`config.mk`:
```
export PLATFORM = sky130hd
export DESIGN_NAME = fp_max_unpool_2x2
export DESIGN_NICKNAME = d
export VERILOG_FILES = /design/src/rtl/fp_max_unpool_2x2.sv
export SDC_FILE = /design/constraint.sdc
export NUM_CORES = 1
export LEC_CHECK = 0
export CORE_ASPECT_RATIO = 2
export CORE_MARGIN = 4
export CORE_UTILIZATION = 33
export CTS_BUF_LIST = sky130_fd_sc_hd__clkbuf_8
export CTS_CLUSTER_DIAMETER = 40
export DETAILED_ROUTE_END_ITERATION = 8
export SLEW_MARGIN = 20
export SYNTH_ARGS = -nofsm -noshare
export SYNTH_HDL_FRONTEND = slang
export SYNTH_SLANG_ARGS = --single-unit
```
`constraint.sdc`:
```
create_clock -name clk -period 1.8 [get_ports clk]
set_input_delay 0.18 -clock clk [delete_from_list [all_inputs] [get_ports clk]]
set_output_delay 0.18 -clock clk [all_outputs]
set_load 0.05 [all_outputs]
```
`src/rtl/fp_max_unpool_2x2.sv`:
```
// 2x2 max-unpooling stage: each pooled word plus its argmax index expands into
// four raster-ordered beats, the value at the argmax slot and FILL_VALUE elsewhere.
module fp_max_unpool_2x2 #(
    parameter logic [31:0] FILL_VALUE = 32'h0000_0000,
    parameter int          CNT_W      = 16
) (
    input  logic             clk,
    input  logic             rst,
    input  logic             in_valid,
    output logic             in_ready,
    input  logic [31:0]      in_data,
    input  logic [1:0]       in_idx,
    output logic             out_valid,
    input  logic             out_ready,
    output logic [31:0]      out_data,
    output logic [1:0]       out_pos,
    output logic             out_last,
    output logic [CNT_W-1:0] win_count
);

    localparam logic [0:0] IDLE = 1'b0;
    localparam logic [0:0] EMIT = 1'b1;

    logic [0:0]       state_reg;
    logic [1:0]       beat_reg;
    logic [1:0]       idx_reg;
    logic [31:0]      data_reg;
    logic [CNT_W-1:0] win_count_reg;

    logic emitting;
    logic last_beat;
    logic in_fire;
    logic out_fire;

    assign emitting  = (state_reg == EMIT);
    assign last_beat = emitting && (beat_reg == 2'd3);

    // Accepting on the final beat lets back-to-back windows stream without a bubble.
    assign in_ready  = !emitting || (last_beat && out_ready);
    assign in_fire   = in_valid && in_ready;
    assign out_fire  = emitting && out_ready;

    assign out_valid = emitting;
    assign out_pos   = beat_reg;
    assign out_last  = last_beat;
    assign out_data  = !emitting              ? 32'h0000_0000 :
                       (beat_reg == idx_reg)  ? data_reg      : FILL_VALUE;
    assign win_count = win_count_reg;

    always_ff @(posedge clk or posedge rst) begin
        if (rst) begin
            state_reg <= IDLE;
            beat_reg  <= 2'd0;
            idx_reg   <= 2'd0;
            data_reg  <= 32'h0000_0000;
        end else if (in_fire) begin
            state_reg <= EMIT;
            beat_reg  <= 2'd0;
            idx_reg   <= in_idx;
            data_reg  <= in_data;
        end else if (out_fire) begin
            if (last_beat) begin
                state_reg <= IDLE;
                beat_reg  <= 2'd0;
            end else begin
                beat_reg  <= beat_reg + 2'd1;
            end
        end
    end

    // Counts completed windows only; wraps naturally at 2^CNT_W.
    always_ff @(posedge clk or posedge rst) begin
        if (rst) begin
            win_count_reg <= '0;
        end else if (out_fire && last_beat) begin
            win_count_reg <= win_count_reg + 1'b1;
        end
    end

endmodule

```
==> results of run 1 <==
[synth_stat cells, drive strengths merged]
library cell  instances  share of area (%)
a22o                  1               0.37
and2                 34                8.9
and3                  1               0.26
and4                  1               0.37
buf                   3                1.4
clkbuf                3               0.47
dfrtp                53                 55
ha                    2                1.0
inv                   3               0.47
mux2                 35                 17
nand2                14                2.6
nand2b                2               0.52
nand3                 9                1.9
nand4                 3                1.0
nor2                  5                1.2
nor3                  1               0.42
o21ai                 1               0.21
o31ai                 1               0.31
xnor2                14                5.1
xor2                  3                1.1
[layout make-up]
class	count	share of cell area (%)
Clock inverter	3	0.282
Timing Repair Buffer	99	33.7
Multi-Input combinational cell	127	27.9
Tap cell	90	2.82
Inverter	3	0.282
Sequential cell	53	33.3
Clock buffer	5	1.72
[routing by layer]
metal / track usage [%] / share of wire [%] / up-vias
met5: 0 / 0 / -
met1: 15.0 / 36 / 849
li1: - / - / 826
met2: 25.5 / 56 / 52
met4: 6.10 / 2.3 / 0
met3: 4.19 / 5.7 / 7
[worst paths after layout]
| path | startpoint | to | slack, ns | depth (start not counted) |
|---|---|---|---|---|
| worst max register to register | out_pos[0]$_DFFE_PP0P_ | data_reg[3]$_DFFE_PP0N_ | 0.07 | 7 |
| worst max-delay path | out_pos[1]$_DFFE_PP0P_ | out_data[15] | 0.04 | 5 |
| worst min register to register | win_count[15]$_DFFE_PP0P_ | win_count[15]$_DFFE_PP0P_ | 0.49 | 1 |
| max in group asynchronous | rst | out_pos[1]$_DFFE_PP0P_ | 1.24 | 3 |
| worst min-delay path | rst | data_reg[26]$_DFFE_PP0N_ | 0.07 | 2 |
| min in group clk | in_data[21] | data_reg[21]$_DFFE_PP0N_ | 0.48 | 2 |
[power by group through the flow]
stage / combinational, mW / clock [mW] / sequential (mW)
after floorplan: 2.65 / 0 / 2.08
after global placement: 5.29 / 0 / 1.92
after detailed placement: 5.35 / 0 / 1.94
after CTS: 5.61 / 0.680 / 1.89
after global routing: 6.15 / 0.718 / 2.00
final: 5.89 / 0.638 / 1.92
[cell families (layout without fill, tap and decap cells)]
| family | count (synthesis) | in the layout | synth area share [%] |
|---|---|---|---|
| AOI/OAI and AO/OA | 3 | 3 | 0.890 |
| xor gates and xnor gates | 17 | 17 | 6.23 |
| adders and majority gates | 2 | 2 | 1.05 |
| buffers and inverters | 9 | 110 | 2.35 |
| DFF | 53 | 53 | 55.5 |
| muxes | 35 | 35 | 16.8 |
| and+or+nand+nor | 70 | 70 | 17.2 |
[per-stage QoR]
stage | util [%] | instances
after CTS | 56.0 | 380
after global routing | 57.2 | 380
after global placement | 54.0 | 369
after detailed placement | 54.0 | 369
final | 57.2 | 380
after floorplan | - | 189
[timing repair]
item,4_1_cts,5_1_grt
setup endpoints to repair,34,34
gates cloned,1,0
setup buffers,2,0
pin swaps,0,2
hold buffers,0,0
gates resized for setup,14,30
==> impl_metrics.sql, run 1 <==
INSERT INTO impl_metrics (metric_group, metric, value, unit) VALUES
('clock_tree', 'cts_num_sinks', '53', ''),
('outcome', 'status', 'finished clean', ''),
('power', 'peakVddDrop', '747', 'uV'),
('routing', 'routed_wl', '5850', 'um'),
('power', 'p_leak', '1.79', 'nW'),
('setup_path', 'timing_worst_setup_path_type', 'flip-flop to primary output', ''),
('place', 'hpwl', '4410', 'um'),
('clock_tree', 'root_buffer', 'clkbuf_8', ''),
('synth', 'synth_fp_nets', '229', ''),
('global_routing', 'leftover_overflow_at_the_end_of_global_routing', '0', ''),
('clock_tree', 'clock_pin_transition_on_the_worst_setup_and_hold_timing_paths', '0.09', 'ns'),
('synth', 'netlist_instances', '189', ''),
('routing', 'routed_via_density', '4.56', ''),
('synth', 'ys_seq_area_share', '55.5', '%'),
('place', 'gp_congestion', '0.695', ''),
('setup_path', 'required', '1.62', 'ns'),
('power', 'sequentialPowerShare', '22.8', '%'),
('floorplan', 'fp.dieH', '128', 'um'),
('layout', 'finalInstanceArea', '4000', 'um2'),
('layout', 'multi_input_area', '1120', 'um2'),
('timing', 'sum_of_negative_setup_slack', '0', 'ns'),
('clock_tree', 'max-clock-path-buffers', '2', ''),
('timing', 'fin_skew', '0.00487', 'ns'),
('timing', 'rsz0062_at_grt', 'yes', ''),
('routing', 'drt_iter0_drc', '49', ''),
('setup_path', 'worstPathCellList', 'xnor2_2, and3_4, buf_6, and2_4, buf_12', ''),
('power', 'report.power.total', '8.45', 'mW'),
('power', 'power_switching_share', '41.7', '%'),
('floorplan', 'die_width', '68.2', 'um'),
('routing', 'overall_via_count_from_detail_route', '1734', ''),
('timing', 'setup_slack', '0.0444', 'ns'),
('floorplan', 'core_area', '6990', 'um2'),
('routing', 'per_cell_routed_wire_length', '15.4', 'um'),
('timing', 'final-max-slew-violation-count', '0', ''),
('layout', 'seqCellArea', '1330', 'um2'),
('place', 'pre_cts_ws', '0.176', 'ns'),
('floorplan', 'design.portCount', '91', ''),
('global_routing', 'antenna_found_initial', '0', ''),
('power', 'power.clock.fraction', '7.6', '%'),
('layout', 'final_common_cell', 'dfrtp_1', ''),
('timing', 'fraction_of_the_cycle_the_final_worst_path_needs', '97.5', '%'),
('timing', 'worstMarginPinSlew', '0.504', 'ns'),
('power', 'net-switching-power', '3.53', 'mW'),
('layout', 'post_route_cells_drive_above_1_share', '46.9', '%'),
('global_routing', 'grt_max_degree', '50', ''),
('routing', 'drt_drc_violations_left', '0', ''),
('place', 'port-buffer-count', '90', ''),
('setup_path', 'cp.buffers_inverters', '2', ''),
('layout', 'syn2layout_area_growth', '67.3', '%'),
('setup_path', 'crit_arrival', '1.58', 'ns'),
('setup_path', 'crit_slowest_cell', 'dfrtp_2', ''),
('power', 'cell_internal_pwr', '4.92', 'mW'),
('run', 'max_cap_viol_count', '0', ''),
('global_routing', 'first_global_vias', '1836', ''),
('floorplan', 'start_util', '34.2', '%'),
('synth', 'ys_ff_latch', '53', ''),
('setup_path', 'cp_max_fo', '11', ''),
('layout', 'fillCellCount', '606', ''),
('clock_tree', 'htreeDepth', '2', ''),
('setup_path', 'start_kind', 'flip-flop', ''),
('routing', 'drt_pass1_iterations', '4', ''),
('floorplan', 'placement_rows', '43', ''),
('global_routing', 'grt_pass1_wl', '9200', 'um'),
('timing', 'finalCriticalPeriod', '1.76', 'ns'),
('power', 'comb_power_share', '69.7', '%'),
('timing', 'finalHoldViolCount', '0', ''),
('layout', 'max_reg_flops', '32', ''),
('synth', 'avgSynthCellArea', '12.7', 'um2'),
('synth', 'ys.warnings.count', '0', ''),
('place', 'detailed_place.area', '3780', 'um2'),
('synth', 'netlist_area', '2390', 'um2');
Power figures use the tool's default switching activity.
==> run 2, diff against run 1 <==
CAP_MARGIN = 20   (was default)
HOLD_SLACK_MARGIN = 0.08   (was default)
==> run 2 against run 1 <==
Effect of this change: critical path type unchanged; flip-flop and latch count stayed put; sequential power hardly changed; highest routed layer unchanged; hold slack better by 0.41 ns.
==> impl_metrics.sql, run 2 (same netlist as run 1, synthesis figures left out) <==
INSERT INTO impl_metrics (metric_group, metric, value, unit) VALUES
('timing', 'fin_skew', '0.00485', 'ns'),
('timing', 'worst_hold_margin', '0.480', 'ns'),
('global_routing', 'leftover_overflow_at_the_end_of_global_routing', '0', ''),
('setup_path', 'setup.worst_path.end_class', 'primary output', ''),
('clock_tree', 'clk-insertion-delay-late', '0.31', 'ns'),
('min_path', 'hold_path.startpoint', 'in_data[21]', ''),
('clock_tree', 'max-clock-path-buffers', '2', ''),
('power', 'report.power.total', '8.45', 'mW'),
('floorplan', 'fp.dieH', '128', 'um'),
('layout', 'post_route_cells_drive_above_1_share', '46.7', '%'),
('setup_path', 'critical_path.reg2reg.startpoint', 'out_pos[0]$_DFFE_PP0P_', ''),
('floorplan', 'design.portCount', '91', ''),
('global_routing', 'antenna_found_initial', '0', ''),
('setup_path', 'start_kind', 'flip-flop', ''),
('clock_tree', 'cts_num_sinks', '53', ''),
('place', 'dp.cells', '369', ''),
('place', 'hpwl', '4410', 'um'),
('outcome', 'status', 'finished clean', ''),
('layout', 'antennaDiodeCount', '0', ''),
('routing', 'routed_wl', '5860', 'um'),
('place', 'detailed_place.area', '3780', 'um2'),
('timing', 'worstMarginPinSlew', '0.504', 'ns'),
('global_routing', 'grt_pass1_wl', '9230', 'um'),
('clock_tree', 'cts-buffers-inserted', '5', ''),
('floorplan', 'placement_rows', '43', ''),
('setup_path', 'cp_max_fo', '11', ''),
('setup_path', 'crit_arrival', '1.57', 'ns'),
('setup_path', 'max_stage_delay', '0.45', 'ns'),
('timing', 'maxSlewHeadroom', '66.3', '%'),
('layout', 'count_of_placed_standard_cells_in_the_final_layout_fillers_left_out', '381', ''),
('layout', 'syn2layout_area_growth', '67.7', '%'),
('routing', 'drt.antenna.violating_nets', '0', ''),
('timing', 'timing.fmax', '570', 'MHz'),
('layout', 'mostFrequentLayoutCells', 'dfrtp_1, clkdlybuf4s50_1, buf_12', ''),
('global_routing', 'first_global_vias', '1841', ''),
('timing', 'final_setup_violation_count', '0', ''),
('routing', 'drt_iter0_drc', '48', ''),
('timing', 'finalHoldViolCount', '0', ''),
('clock_tree', 'htreeDepth', '2', ''),
('setup_path', 'timing_worst_setup_path_type', 'flip-flop to primary output', ''),
('routing', 'met3_wirelength', '329', 'um'),
('routing', 'overall_via_count_from_detail_route', '1741', ''),
('timing', 'fraction_of_the_cycle_the_final_worst_path_needs', '97.5', '%'),
('layout', 'num-nets-final', '330', ''),
('setup_path', 'crit_slowest_cell', 'dfrtp_2', ''),
('global_routing', 'grt_max_degree', '50', ''),
('setup_path', 'worstPathCellList', 'xnor2_2, and3_4, buf_6, and2_4, buf_12', ''),
('floorplan', 'die_width', '68.2', 'um'),
('floorplan', 'die-area', '8750', 'um2'),
('min_path', 'worst_hold_path_type', 'input pin to flip-flop', ''),
('routing', 'per_cell_routed_wire_length', '15.4', 'um'),
('timing', 'final-max-slew-violation-count', '0', ''),
('timing', 'finalCriticalPeriod', '1.75', 'ns'),
('layout', 'fillCellCount', '605', ''),
('routing', 'met2WireLength', '3290', 'um'),
('floorplan', 'core_area', '6990', 'um2'),
('routing', 'drt_drc_violations_left', '0', ''),
('routing', 'routed_via_density', '4.57', ''),
('floorplan', 'start_util', '34.2', '%'),
('layout', 'layout.core_utilization', '57.3', '%'),
('timing', 'rsz0062_at_grt', 'yes', ''),
('layout', 'final_common_cell', 'dfrtp_1', ''),
('setup_path', 'required', '1.62', 'ns'),
('power', 'peakVddDrop', '748', 'uV'),
('power', 'powerDensity', '2110', 'nW/um2'),
('layout', 'max_reg_flops', '32', ''),
('setup_path', 'crit_start', 'out_pos[1]$_DFFE_PP0P_', ''),
('global_routing', 'grt_total_usage', '14.3', '%'),
('place', 'gp_congestion', '0.695', ''),
('routing', 'dr.max_layer_used', 'met4', ''),
('clock_tree', 'root_buffer', 'clkbuf_8', ''),
('routing', 'drt_pass1_iterations', '4', ''),
('layout', 'finalInstanceArea', '4010', 'um2'),
('place', 'port-buffer-count', '90', ''),
('routing', 'met1_length', '2100', 'um'),
('run', 'max_cap_viol_count', '0', ''),
('clock_tree', 'tritoncts', 'yes', ''),
('power', 'p_leak', '1.79', 'nW'),
('clock_tree', 'clock_pin_transition_on_the_worst_setup_and_hold_timing_paths', '0.09', 'ns');
[run 2: worst max-delay path: cells and delay by family, from the launching register on]
kind	cells	cell delay, ns
buffers and inverters	2	0.29
AND/OR/NAND/NOR	2	0.41
XOR/XNOR	1	0.13
flip-flops	1	0.45
[run 2: report_power, final]
group	switching [mW]	leakage [nW]	internal, mW
Sequential	0.278	0.657	1.65
Clock	0.378	0.0519	0.261
Combinational	2.87	1.08	3.02
Total	3.53	1.79	4.92
[run 2: timing repair]
item	4_1_cts	5_1_grt
hold endpoints to repair	4	0
hold buffers	1	0
setup endpoints to repair	34	34
cloned	1	0
setup buffers	2	0
gates resized for setup	14	30
pin swaps	0	2
[run 2: layout make-up]
class,instances,area (um2),share of cell area (%)
repair buffers,100,1360,33.9
flip-flops and latches,53,1330,33.2
multi-input cells,127,1120,27.9
well taps,90,113,2.81
clock buffers,5,68.8,1.72
clock inverters,3,11.3,0.281
inverters,3,11.3,0.281
[run 2: layer usage]
metal	up-vias	track usage [%]
li1	828	-
met1	854	15.0
met2	52	25.5
met3	7	4.19
met4	0	6.10
met5	-	0
[run 2: path summary, 6_finish.rpt]
kind / slack [ns] / to / cells after the start
worst max-delay path: 0.05 / out_data[15] / 5
worst min-delay path: 0.48 / data_reg[21]$_DFFE_PP0N_ / 2
worst max register to register: 0.07 / data_reg[9]$_DFFE_PP0N_ / 7
worst min register to register: 0.49 / win_count[15]$_DFFE_PP0P_ / 1
max in group asynchronous: 0.68 / out_pos[1]$_DFFE_PP0P_ / 4
min in group asynchronous: 0.62 / data_reg[26]$_DFFE_PP0N_ / 3
[run 2: per-stage QoR]
step	setup WS, ns	TNS [ns]
final	0.0456	0
after global routing	-0.0272	-0.349
after CTS	-0.0125	-0.0382
after detailed placement	0.176	0
after global placement	0.202	0
after floorplan	0.0357	0
==> run 3, diff against run 2 <==
ABC_AREA = 1   (was default)
==> run 3 against run 2 <==
Effect of this change: the run now ends with setup timing left; worst setup slack got worse by 0.15 ns; synthesized cell count rose by 53%; first-iteration DRC count rose by 29%; sequential share of layout area fell by 2.7 points; core utilization rose by 2.7 points; critical path type unchanged; die area rose by 2.3%; combinational power rose by 32%; clock skew rose by 0.0064 ns; final cell count rose by 28%; largest cell class unchanged.
==> impl_metrics.sql, run 3 <==
INSERT INTO impl_metrics (metric_group, metric, value, unit) VALUES
('synth', 'async_flop_share', '100', '%'),
('synth', 'netlist_area', '2450', 'um2'),
('setup_path', 'timing_worst_setup_path_type', 'flip-flop to primary output', ''),
('synth', 'avgSynthCellArea', '8.48', 'um2'),
('layout', 'antennaDiodeCount', '0', ''),
('global_routing', 'grt_max_degree', '54', ''),
('synth', 'synth.largest_area_cell', 'dfrtp_1', ''),
('power', 'p_leak', '2.11', 'nW'),
('layout', 'mostFrequentLayoutCells', 'inv_1, dfrtp_1, clkdlybuf4s50_1', ''),
('timing', 'fraction_of_the_cycle_the_final_worst_path_needs', '106', '%'),
('place', 'hpwl', '5030', 'um'),
('clock_tree', 'clock_pin_transition_on_the_worst_setup_and_hold_timing_paths', '0.10', 'ns'),
('timing', 'rsz0062_at_grt', 'yes', ''),
('clock_tree', 'tritoncts', 'yes', ''),
('synth', 'synth_flop_cell', 'dfrtp_1', ''),
('timing', 'worstMarginPinSlew', '0.508', 'ns'),
('synth', 'synth_fp_nets', '329', ''),
('outcome', 'violations_in_the_final_reports', 'setup timing', ''),
('synth', 'synth_most_common_cell', 'nor2_1', ''),
('global_routing', 'first_global_vias', '2271', ''),
('min_path', 'worst_hold_path_type', 'input pin to asynchronous set/reset pin', ''),
('synth', 'synth-compound-area-share', '8.73', '%'),
('routing', 'drt.antenna.violating_nets', '0', ''),
('routing', 'per_cell_routed_wire_length', '13.8', 'um'),
('floorplan', 'die_width', '68.9', 'um'),
('clock_tree', 'max-clock-path-buffers', '2', ''),
('floorplan', 'die-area', '8950', 'um2'),
('synth', 'netlist_instances', '289', ''),
('routing', 'drt_iter0_drc', '62', ''),
('synth', 'synth_mux_area_share', '0.459', '%'),
('global_routing', 'grt_total_usage', '15.6', '%'),
('place', 'pre_cts_ws', '0.0597', 'ns'),
('setup_path', 'start_kind', 'flip-flop', ''),
('layout', 'count_of_placed_standard_cells_in_the_final_layout_fillers_left_out', '487', ''),
('setup_path', 'setup.worst_path.end_class', 'primary output', ''),
('place', 'gp_congestion', '0.792', ''),
('clock_tree', 'htreeDepth', '2', ''),
('floorplan', 'design.portCount', '91', ''),
('setup_path', 'cp_max_fo', '6', ''),
('routing', 'overall_via_count_from_detail_route', '2197', ''),
('place', 'port-buffer-count', '90', ''),
('global_routing', 'antenna_found_initial', '0', ''),
('layout', 'syn2layout_area_growth', '77.9', '%'),
('power', 'peakVddDrop', '964', 'uV'),
('setup_path', 'rrSetupSlack', '0.15', 'ns'),
('clock_tree', 'root_buffer', 'clkbuf_8', ''),
('place', 'dp.cells', '468', ''),
('layout', 'finalInstanceArea', '4360', 'um2'),
('floorplan', 'fp.dieH', '130', 'um'),
('synth', 'dominant_combinational_cell_family_by_area_after_synthesis', 'simple AND/OR/NAND/NOR gates', ''),
('synth', 'synth_simple_gate_area_share', '21.0', '%'),
('synth', 'ys.warnings.count', '0', ''),
('layout', 'layout.core_utilization', '60.0', '%'),
('timing', 'maxSlewHeadroom', '66.0', '%'),
('synth', 'edff_count_synth', '0', ''),
('synth', 'synth_adder_area_share', '1.02', '%'),
('global_routing', 'leftover_overflow_at_the_end_of_global_routing', '0', ''),
('timing', 'finalHoldViolCount', '0', ''),
('timing', 'sum_of_negative_setup_slack', '-2.64', 'ns'),
('timing', 'setup_slack', '-0.109', 'ns'),
('setup_path', 'required', '1.62', 'ns'),
('synth', 'netlist_top_cells_area', 'dfrtp_1, nor2_1, inv_1, a21oi_1, nand2_1', ''),
('synth', 'synth_common_cells', 'nor2_1, dfrtp_1, inv_1', ''),
('synth', 'yosys.cell_types.count', '20', ''),
('synth', 'yosysTopAreaCellShare', '54.1', '%'),
('clock_tree', 'clk-insertion-delay-late', '0.30', 'ns'),
('layout', 'max_reg_flops', '32', ''),
('synth', 'ys_seq_area_share', '54.1', '%'),
('global_routing', 'grt_pass1_wl', '10500', 'um'),
('synth', 'xor_and_xnor_area_share_after_synthesis', '4.29', '%'),
('routing', 'routed_via_density', '4.51', ''),
('timing', 'timing.fmax', '524', 'MHz'),
('setup_path', 'crit_arrival', '1.73', 'ns'),
('routing', 'drt_drc_violations_left', '0', ''),
('routing', 'routed_wl', '6720', 'um'),
('layout', 'post_route_cells_drive_above_1_share', '29.6', '%'),
('timing', 'finalCriticalPeriod', '1.91', 'ns'),
('timing', 'final-max-slew-violation-count', '0', ''),
('outcome', 'status', 'finished with violations', ''),
('floorplan', 'placement_rows', '44', ''),
('layout', 'fillCellCount', '645', ''),
('layout', 'num-nets-final', '434', ''),
('layout', 'final_common_cell', 'inv_1', ''),
('clock_tree', 'cts_num_sinks', '53', ''),
('floorplan', 'core_area', '7270', 'um2'),
('timing', 'fin_skew', '0.0112', 'ns'),
('floorplan', 'start_util', '33.7', '%'),
('power', 'powerDensity', '2360', 'nW/um2'),
('routing', 'drt_pass1_iterations', '4', ''),
('synth', 'ys_ff_latch', '53', ''),
('clock_tree', 'cts-buffers-inserted', '5', ''),
('place', 'detailed_place.area', '4090', 'um2'),
('timing', 'final_setup_violation_count', '30', ''),
('run', 'max_cap_viol_count', '0', '');
## run 3: cell count changes after synthesis, sizes merged, moves of 12 or more
cell | before | now
nand2 | 14 | 26
a21oi | 0 | 33
and2 | 34 | 0
inv | 3 | 52
nor2 | 5 | 76
mux2 | 35 | 1
## run 3: worst max-delay path, cell delays in order (launching register included)
cell and delay [ns]:
dfrtp_2 0.45, xnor2_2 0.14, nand4_1 0.13, buf_6 0.16
buf_12 0.14, buf_16 0.15, nor2_4 0.12, buf_12 0.14
## run 3: report_power, final
part           switching [mW]  internal [mW]  leakage (nW)
sequential              0.195           1.61         0.589
combinational            4.24           3.53          1.47
clock                   0.391          0.313        0.0512
total                    4.83           5.45          2.11
## run 3: layer usage
layer	part of all wire, %	global-route usage (%)	routed length (um)
met1	36	16.8	2410
met2	58	29.5	3900
met3	4.7	3.10	313
met4	1.5	4.48	98
met5	0	0	0
## run 3: logic make-up (layout without fill, tap and decap cells)
group                    after synthesis  after routing
flip-flops                            53             53
XOR/XNOR                              12             12
AO/OA/AOI/OAI                         36             36
buffers and inverters                 62            168
adder cells (fa/ha/maj)                2              2
AND/OR/NAND/NOR                      123            123
multiplexers                           1              1
## run 3: path summary, 6_finish.rpt
check | startpoint | to | cells after the start
max in group asynchronous | rst | win_count[3]$_DFFE_PP0P_ | 3
worst min-delay path | rst | data_reg[30]$_DFFE_PP0N_ | 2
worst max register to register | out_pos[1]$_DFFE_PP0P_ | data_reg[19]$_DFFE_PP0N_ | 8
min in group clk | in_idx[1] | idx_reg[1]$_DFFE_PP0N_ | 3
worst min register to register | win_count[15]$_DFFE_PP0P_ | win_count[15]$_DFFE_PP0P_ | 2
worst max-delay path | out_pos[1]$_DFFE_PP0P_ | out_data[9] | 7
## run 3: stage by stage
stage,hold WS [ns],power (mW)
5_1_grt,0.223,10.8
3_3_place_gp,0.479,8.96
6_report,0.206,10.3
3_5_place_dp,0.484,9.03
2_1_floorplan,0.288,5.75
4_1_cts,0.209,9.91
## run 3: what timing repair did
action | in CTS | in global routing
hold buffers | 0 | 0
resized for setup | 1 | 14
endpoints found under the setup margin | 22 | 34
setup buffers | 3 | 6
pin swaps | 0 | 2
gates cloned | 0 | 2
## run 3: cell type report
| cell class | instances | area, um2 | share of cell area [%] |
|---|---|---|---|
| flip-flops and latches | 53 | 1330 | 30.5 |
| clock inverters | 2 | 13.8 | 0.316 |
| multi-input cells | 174 | 1130 | 25.8 |
| clock buffers | 6 | 82.6 | 1.89 |
| inverters | 52 | 195 | 4.48 |
| repair buffers | 108 | 1500 | 34.3 |
| well taps | 92 | 115 | 2.64 |
